<file path="config.mk">
export PLATFORM = sky130hd
export DESIGN_NAME = bipolar_projection_ctrl_flat
export DESIGN_NICKNAME = d
export VERILOG_FILES = /design/src/rtl/hdc_pkg.sv /design/src/rtl/bipolar_projection_ctrl_if.sv /design/src/rtl/bipolar_projection_ctrl.sv /design/src/flat_wrapper.sv
export SDC_FILE = /design/constraint.sdc
export NUM_CORES = 1
export LEC_CHECK = 0
export BUFFER_PORTS_ARGS = -buffer_cell sky130_fd_sc_hd__buf_2
export CAP_MARGIN = 5
export CORE_ASPECT_RATIO = 0.7
export CORE_MARGIN = 1
export CORE_UTILIZATION = 25
export DETAILED_ROUTE_END_ITERATION = 8
export PLACE_DENSITY_LB_ADDON = 0.3
export SETUP_SLACK_MARGIN = 0.3
export SLEW_MARGIN = 30
export SYNTH_ARGS = -nofsm -noshare
export SYNTH_HDL_FRONTEND = slang
export SYNTH_SLANG_ARGS = --single-unit
</file>
<file path="constraint.sdc">
create_clock -name clk -period 4.77 [get_ports clk]
set_input_delay 0.954 -clock clk [delete_from_list [all_inputs] [get_ports clk]]
set_output_delay 0.954 -clock clk [all_outputs]
set_load 0.02 [all_outputs]
</file>
<file path="src/rtl/hdc_pkg.sv">
// Shared HDC types: partial-product element, tree row and the projection controller state.
package hdc_pkg;

  localparam int VECTOR_LEN        = 32;
  localparam int NUM_CODEBOOK_BITS = 4;

  typedef logic signed [NUM_CODEBOOK_BITS-1:0] pp_t;
  typedef pp_t [VECTOR_LEN-1:0]                pp_row_t;

  typedef enum logic [1:0] {
    IDLE  = 2'd0,
    FETCH = 2'd1,
    DRAIN = 2'd2,
    DONE  = 2'd3
  } ctrl_state_t;

endpackage

</file>
<file path="src/rtl/bipolar_projection_ctrl_if.sv">
// Job request, SRAM read, sum-tree and result handshake bundle of the projection controller.
interface bipolar_projection_ctrl_if
  import hdc_pkg::*;
#(
  parameter int HV_DIM     = 64,
  parameter int MEM_ADDR_W = 8
) ();

  logic                  start_valid;
  logic                  start_ready;
  logic [MEM_ADDR_W-1:0] cfg_base_addr;

  logic                  mem_rd_en;
  logic [MEM_ADDR_W-1:0] mem_rd_addr;
  pp_row_t               mem_rd_data;

  pp_row_t               tree_operands;
  logic                  tree_sign;

  logic                  result_valid;
  logic                  result_ready;
  logic [HV_DIM-1:0]     result_hv;
  logic                  busy;

  // Controller side.
  modport master (
    input  start_valid, cfg_base_addr, mem_rd_data, tree_sign, result_ready,
    output start_ready, mem_rd_en, mem_rd_addr, tree_operands,
           result_valid, result_hv, busy
  );

  // Requester, SRAM and sum-tree side.
  modport slave (
    output start_valid, cfg_base_addr, mem_rd_data, tree_sign, result_ready,
    input  start_ready, mem_rd_en, mem_rd_addr, tree_operands,
           result_valid, result_hv, busy
  );

endinterface

</file>
<file path="src/rtl/bipolar_projection_ctrl.sv">
// Streams HV_DIM SRAM rows through one external sum tree, one row per cycle, and packs the sign bits.
// Result valid HV_DIM+3 cycles after accept; DONE holds the result until result_ready.
module bipolar_projection_ctrl
  import hdc_pkg::*;
#(
  parameter int HV_DIM     = 64,
  parameter int MEM_ADDR_W = 8
) (
  input  logic                     clk,
  input  logic                     rst_n,
  bipolar_projection_ctrl_if.master bus
);

  localparam int IDX_W = (HV_DIM > 1) ? $clog2(HV_DIM) : 1;
  localparam logic [IDX_W-1:0] LAST_ROW = IDX_W'(HV_DIM - 1);

  ctrl_state_t           state_q, state_d;
  logic [MEM_ADDR_W-1:0] base_q;
  logic [IDX_W-1:0]      row_q;
  logic                  accept;
  logic                  issue;

  logic                  s1_vld_q, s2_vld_q;
  logic [IDX_W-1:0]      s1_idx_q, s2_idx_q;
  pp_row_t               ops_q;
  logic [HV_DIM-1:0]     hv_q;

  always_ff @(posedge clk or negedge rst_n) begin
    if (!rst_n) begin
      state_q <= IDLE;
    end else begin
      state_q <= state_d;
    end
  end

  always_comb begin
    state_d = state_q;
    accept  = 1'b0;
    issue   = 1'b0;
    case (state_q)
      IDLE: begin
        if (bus.start_valid) begin
          accept  = 1'b1;
          state_d = FETCH;
        end
      end
      FETCH: begin
        issue = 1'b1;
        if (row_q == LAST_ROW) begin
          state_d = DRAIN;
        end
      end
      DRAIN: begin
        // Stage 1 empties one cycle before the final sign is captured.
        if (!s1_vld_q) begin
          state_d = DONE;
        end
      end
      DONE: begin
        if (bus.result_ready) begin
          state_d = IDLE;
        end
      end
      default: state_d = IDLE;
    endcase
  end

  always_ff @(posedge clk or negedge rst_n) begin
    if (!rst_n) begin
      base_q <= '0;
      row_q  <= '0;
    end else if (accept) begin
      base_q <= bus.cfg_base_addr;
      row_q  <= '0;
    end else if (issue) begin
      row_q  <= row_q + 1'b1;
    end
  end

  // Index pipeline: stage 1 waits for SRAM data, stage 2 waits for the tree sign.
  always_ff @(posedge clk or negedge rst_n) begin
    if (!rst_n) begin
      s1_vld_q <= 1'b0;
      s1_idx_q <= '0;
      s2_vld_q <= 1'b0;
      s2_idx_q <= '0;
      ops_q    <= '0;
    end else begin
      s1_vld_q <= issue;
      if (issue) begin
        s1_idx_q <= row_q;
      end
      s2_vld_q <= s1_vld_q;
      if (s1_vld_q) begin
        s2_idx_q <= s1_idx_q;
        ops_q    <= bus.mem_rd_data;
      end
    end
  end

  always_ff @(posedge clk or negedge rst_n) begin
    if (!rst_n) begin
      hv_q <= '0;
    end else if (accept) begin
      hv_q <= '0;
    end else if (s2_vld_q) begin
      hv_q[s2_idx_q] <= bus.tree_sign;
    end
  end

  assign bus.start_ready   = (state_q == IDLE);
  assign bus.mem_rd_en     = issue;
  assign bus.mem_rd_addr   = base_q + MEM_ADDR_W'(row_q);
  assign bus.tree_operands = ops_q;
  assign bus.result_valid  = (state_q == DONE);
  assign bus.result_hv     = hv_q;
  assign bus.busy          = (state_q == FETCH) || (state_q == DRAIN);

endmodule

</file>
<file path="src/flat_wrapper.sv">
// flat-port wrapper written by rule: the top's interface ports become plain ports
module bipolar_projection_ctrl_flat import hdc_pkg::*;
#(
  parameter int HV_DIM     = 64,
  parameter int MEM_ADDR_W = 8
)
  (clk, rst_n, bus_start_valid, bus_cfg_base_addr, bus_mem_rd_data, bus_tree_sign, bus_result_ready, bus_start_ready, bus_mem_rd_en, bus_mem_rd_addr, bus_tree_operands, bus_result_valid, bus_result_hv, bus_busy);
  bipolar_projection_ctrl_if #(.HV_DIM(HV_DIM), .MEM_ADDR_W(MEM_ADDR_W)) bus_i ();
  input  logic clk;
  input  logic rst_n;
  input wire logic [$bits(bus_i.start_valid)-1:0] bus_start_valid;
  input wire logic [$bits(bus_i.cfg_base_addr)-1:0] bus_cfg_base_addr;
  input wire logic [$bits(bus_i.mem_rd_data)-1:0] bus_mem_rd_data;
  input wire logic [$bits(bus_i.tree_sign)-1:0] bus_tree_sign;
  input wire logic [$bits(bus_i.result_ready)-1:0] bus_result_ready;
  output wire logic [$bits(bus_i.start_ready)-1:0] bus_start_ready;
  output wire logic [$bits(bus_i.mem_rd_en)-1:0] bus_mem_rd_en;
  output wire logic [$bits(bus_i.mem_rd_addr)-1:0] bus_mem_rd_addr;
  output wire logic [$bits(bus_i.tree_operands)-1:0] bus_tree_operands;
  output wire logic [$bits(bus_i.result_valid)-1:0] bus_result_valid;
  output wire logic [$bits(bus_i.result_hv)-1:0] bus_result_hv;
  output wire logic [$bits(bus_i.busy)-1:0] bus_busy;
  assign bus_i.start_valid = bus_start_valid;
  assign bus_i.cfg_base_addr = bus_cfg_base_addr;
  assign bus_i.mem_rd_data = bus_mem_rd_data;
  assign bus_i.tree_sign = bus_tree_sign;
  assign bus_i.result_ready = bus_result_ready;
  assign bus_start_ready = bus_i.start_ready;
  assign bus_mem_rd_en = bus_i.mem_rd_en;
  assign bus_mem_rd_addr = bus_i.mem_rd_addr;
  assign bus_tree_operands = bus_i.tree_operands;
  assign bus_result_valid = bus_i.result_valid;
  assign bus_result_hv = bus_i.result_hv;
  assign bus_busy = bus_i.busy;
  bipolar_projection_ctrl #(.HV_DIM(HV_DIM), .MEM_ADDR_W(MEM_ADDR_W)) u_core (.clk(clk), .rst_n(rst_n), .bus(bus_i));
endmodule
</file>
==> summary.md <==
| Metric | Value |
|---|---|
| Worst hold path type | input pin to async pin |
| CP Data Required Time | 3.82 ns |
| Primary FF master, synth | dfrtp_1 |
| Drt pass-1 iters | 7 |
| IO Port Bufs | 344 |
| Clock transition at path regs | 0.06 ns |
| Fmax | 0.288 GHz |
| Final setup fails | 0 |
| Slew of the pin with the lowest slew margin | 0.843 ns |
| Top-count cell post-synth | dfrtp_1 |
| Slew HR | 0.438 |
| Final Wtd Congestion | 0.766 |
| Rows | 58 |
| Clk_lat worst skew | 0.52 ns |
| Final WL | 27100 um |
| DRT antenna net count | 0 |
| Cell Int Power | 5.08 mW |
| Dpl cells | 1496 |
| Die Ht | 162 um |
| Switch share | 0.384 |
| Crit-path max FO | 5 |
| TritonCTS Sinks | 222 |
| Post-synth cell types | 41 |
| Initial antenna violation count | 0 |
| Clock Tree Buf Depth | 3 |
| Crit path kind | flop to output pin |
| Starting density of the core | 0.255 |
| EDFF count, synth | 0 |
| RSZ-0062 raised after global routing | no |
| Final Instance Area | 0.0122 mm^2 |
| Total inserted antenna cells | 0 |
| Max-Cap Viols | 0 |
| Iteration-0 DRC Markers | 528 |
| Top Ports | 345 |
| Post-DP HPWL | 18500 um |
| First-pass GRT wire length | 41600 um |
| Run status | completed |
| Cell taking the most area after synthesis | dfrtp_1 |
| Warnings from Yosys | 0 |
| Skew final | 0.00522 ns |
| Reg2reg path depth | 5 |
| Post-synth top cells | dfrtp_1, mux2_2, nand3_1 |
| CTS buffer count | 25 |
| Layout cells sized above 1 | 0.523 |
| GRT Residual Overflow | 0 |
| Lkg Pwr | 5.74 nW |
| DR vias | 6940 |
| Crit end category | output pin |
| Pwr per Cell Area | 678 mW/mm^2 |
| # DRC | 0 |
| Number of global-route vias before repair | 6961 |
| Post-placement cell area | 0.0113 mm^2 |
| Post-layout min period | 3.47 ns |
| Die area | 0.0374 mm^2 |
| Flop and latch count out of synthesis | 222 |
| CP Cell Sequence | ha_1 > fa_1 > a211oi_1 > o21bai_1 > a21oi_1 > xnor2_1 > buf_2 |
| Cells after Synth | 711 |
| Total track usage | 0.141 |
| H-tree Lvls | 1 |
| Fin util | 0.338 |
| Area contributors post-synth | dfrtp_1, mux2_2, nand3_1, a21oi_1, o21ai_0 |
| Final non-filler cell total | 1537 |
| Hold WS | 0.321 ns |
| Post-CTS sizing | 0 |
| Root Buffer | clkbuf_16 |
| Area Growth Syn to Fin | 32.6% |
| Area of the core | 0.0360 mm^2 |
| Flop pwr share | 0.374 |
| TritonCTS clock tree | yes |
| Top cell type's share of synthesized area | 0.606 |
| Maximum vdd drop | 0.000400 V |
| Ys async rst share | 1.00 |
| Mapped Area | 0.00916 mm^2 |
| Syn Area/Cell | 12.9 um^2 |
| Fin. Hold Viols | 0 |
| Die width | 231 um |
| Total Nets Final | 1197 |
| Clock Power Share | 0.224 |
| Routed vias/inst | 4.52 |
| Routed len/inst | 17.6 um |
| Seq/Total Area, Yosys | 0.606 |
| Largest net degree at the start of global routing | 109 |
| Worst EP arrival | 2.52 ns |
| Max-slew violations | 0 |
| Final clock period utilization by the worst path | 0.728 |
| Slowest stage delay, CP | 0.44 ns |
| Power share of the combinational group | 0.401 |
| Psw | 3.16 mW |
| Post-CTS setup buffers | 0 |
| Fin Setup TNS | 0 ns |
| CP max stage cell | fa_1 |
| CTS hold repair buffers | 0 |
| Post-Syn Nets | 864 |
| Critical path launch point type | flop |
## layout make-up
cell class | count | area [um^2]
clock buffers | 35 | 743
clock inverters | 5 | 33.8
fillers | 3645 | 23800
inverters | 4 | 15.0
multi-input cells | 440 | 3370
flip-flops and latches | 222 | 5560
well taps | 480 | 601
repair buffers | 351 | 1830
## metal layers
metal,global-route usage,vias up,part of all wire
met5,0,-,0
met4,0.0349,0,0.018
met3,0.0413,29,0.075
met2,0.220,259,0.47
met1,0.193,3437,0.44
li1,-,3215,-
## stage by stage
| step | total power, mW | setup WS (ns) |
|---|---|---|
| 6_report | 8.24 | 1.30 |
| 3_5_place_dp | 6.46 | 1.86 |
| 4_1_cts | 8.36 | 1.25 |
| 2_1_floorplan | 5.30 | 2.04 |
| 3_3_place_gp | 6.40 | 1.86 |
| 5_1_grt | 8.73 | 1.11 |
## critical path: cells and delay by family, from the launching register on
| kind | cells | cell delay, ns |
|---|---|---|
| XOR/XNOR | 1 | 0.13 |
| AO/OA/AOI/OAI | 3 | 0.54 |
| adder cells (fa/ha/maj) | 2 | 0.71 |
| buffers and inverters | 1 | 0.18 |
| flip-flops | 1 | 0.43 |
## layout by cell type (no fill, tap or decap), types with 2 or more instances in the layout
master / synthesis / layout
buf_2: 29 / 342
dfrtp_1: 222 / 221
mux2_2: 149 / 149
nand3_1: 70 / 70
a21oi_1: 69 / 69
o21ai_0: 68 / 68
clkbuf_16: 0 / 25
ha_1: 11 / 11
nand2_1: 10 / 10
nor2_1: 9 / 9
clkbuf_8: 0 / 8
nor2_2: 6 / 6
xor2_1: 5 / 5
xnor2_1: 5 / 5
buf_4: 4 / 5
inv_1: 4 / 4
nand2b_1: 3 / 3
nand4_1: 3 / 3
clkinv_2: 0 / 3
a21o_1: 2 / 2
a211oi_1: 2 / 2
nor2b_1: 2 / 2
nor3_4: 2 / 2
and3b_1: 2 / 2
nand3b_1: 2 / 2
nor3b_2: 2 / 2
or3b_2: 2 / 2
or3_1: 2 / 2
mux2i_1: 2 / 2
clkbuf_1: 8 / 2
buf_12: 0 / 2
## state kept, by name (all words and copies together), names as in the netlist
register,count
u_core.base_q,8
u_core.bus.result_hv,64
u_core.bus.tree_operands,128
u_core.row_q,6
u_core.s1_idx_q,6
u_core.s1_vld_q,1
u_core.s2_idx_q,6
u_core.s2_vld_q,1
u_core.state_q,2
## kinds of logic after synthesis
| logic type | after synthesis | synth area share |
|---|---|---|
| and+or+nand+nor | 121 | 0.0733 |
| muxes | 151 | 0.185 |
| AOI/OAI and AO/OA | 146 | 0.0822 |
| DFF | 222 | 0.606 |
| xor gates and xnor gates | 10 | 0.00956 |
| adders and majority gates | 12 | 0.0172 |
| buffers and inverters | 49 | 0.0261 |
## path summary, 6_finish.rpt
check | start | end | slack (ns)
worst min-delay path | rst_n | u_core.bus.result_hv[43] | 0.32
worst max register to register | u_core.state_q[0] | u_core.bus.result_hv[39] | 2.52
min in group clk | u_core.bus.tree_operands[121] | u_core.bus.tree_operands[121] | 0.50
worst min register to register | u_core.bus.tree_operands[121] | u_core.bus.tree_operands[121] | 0.50
worst max-delay path | u_core.row_q[0] | bus_mem_rd_addr[6] | 1.30
max in group asynchronous | rst_n | u_core.bus.tree_operands[13] | 3.44
## power by group through the flow
stage / Clock, mW / Combinational, mW / Sequential [mW]
floorplan: 0 / 1.62 / 3.68
CTS: 1.92 / 3.35 / 3.09
detailed placement: 0 / 3.35 / 3.10
global route: 1.99 / 3.54 / 3.20
global placement: 0 / 3.32 / 3.08
finish: 1.85 / 3.31 / 3.09
Note: power is estimated with default switching activity, not from simulation.
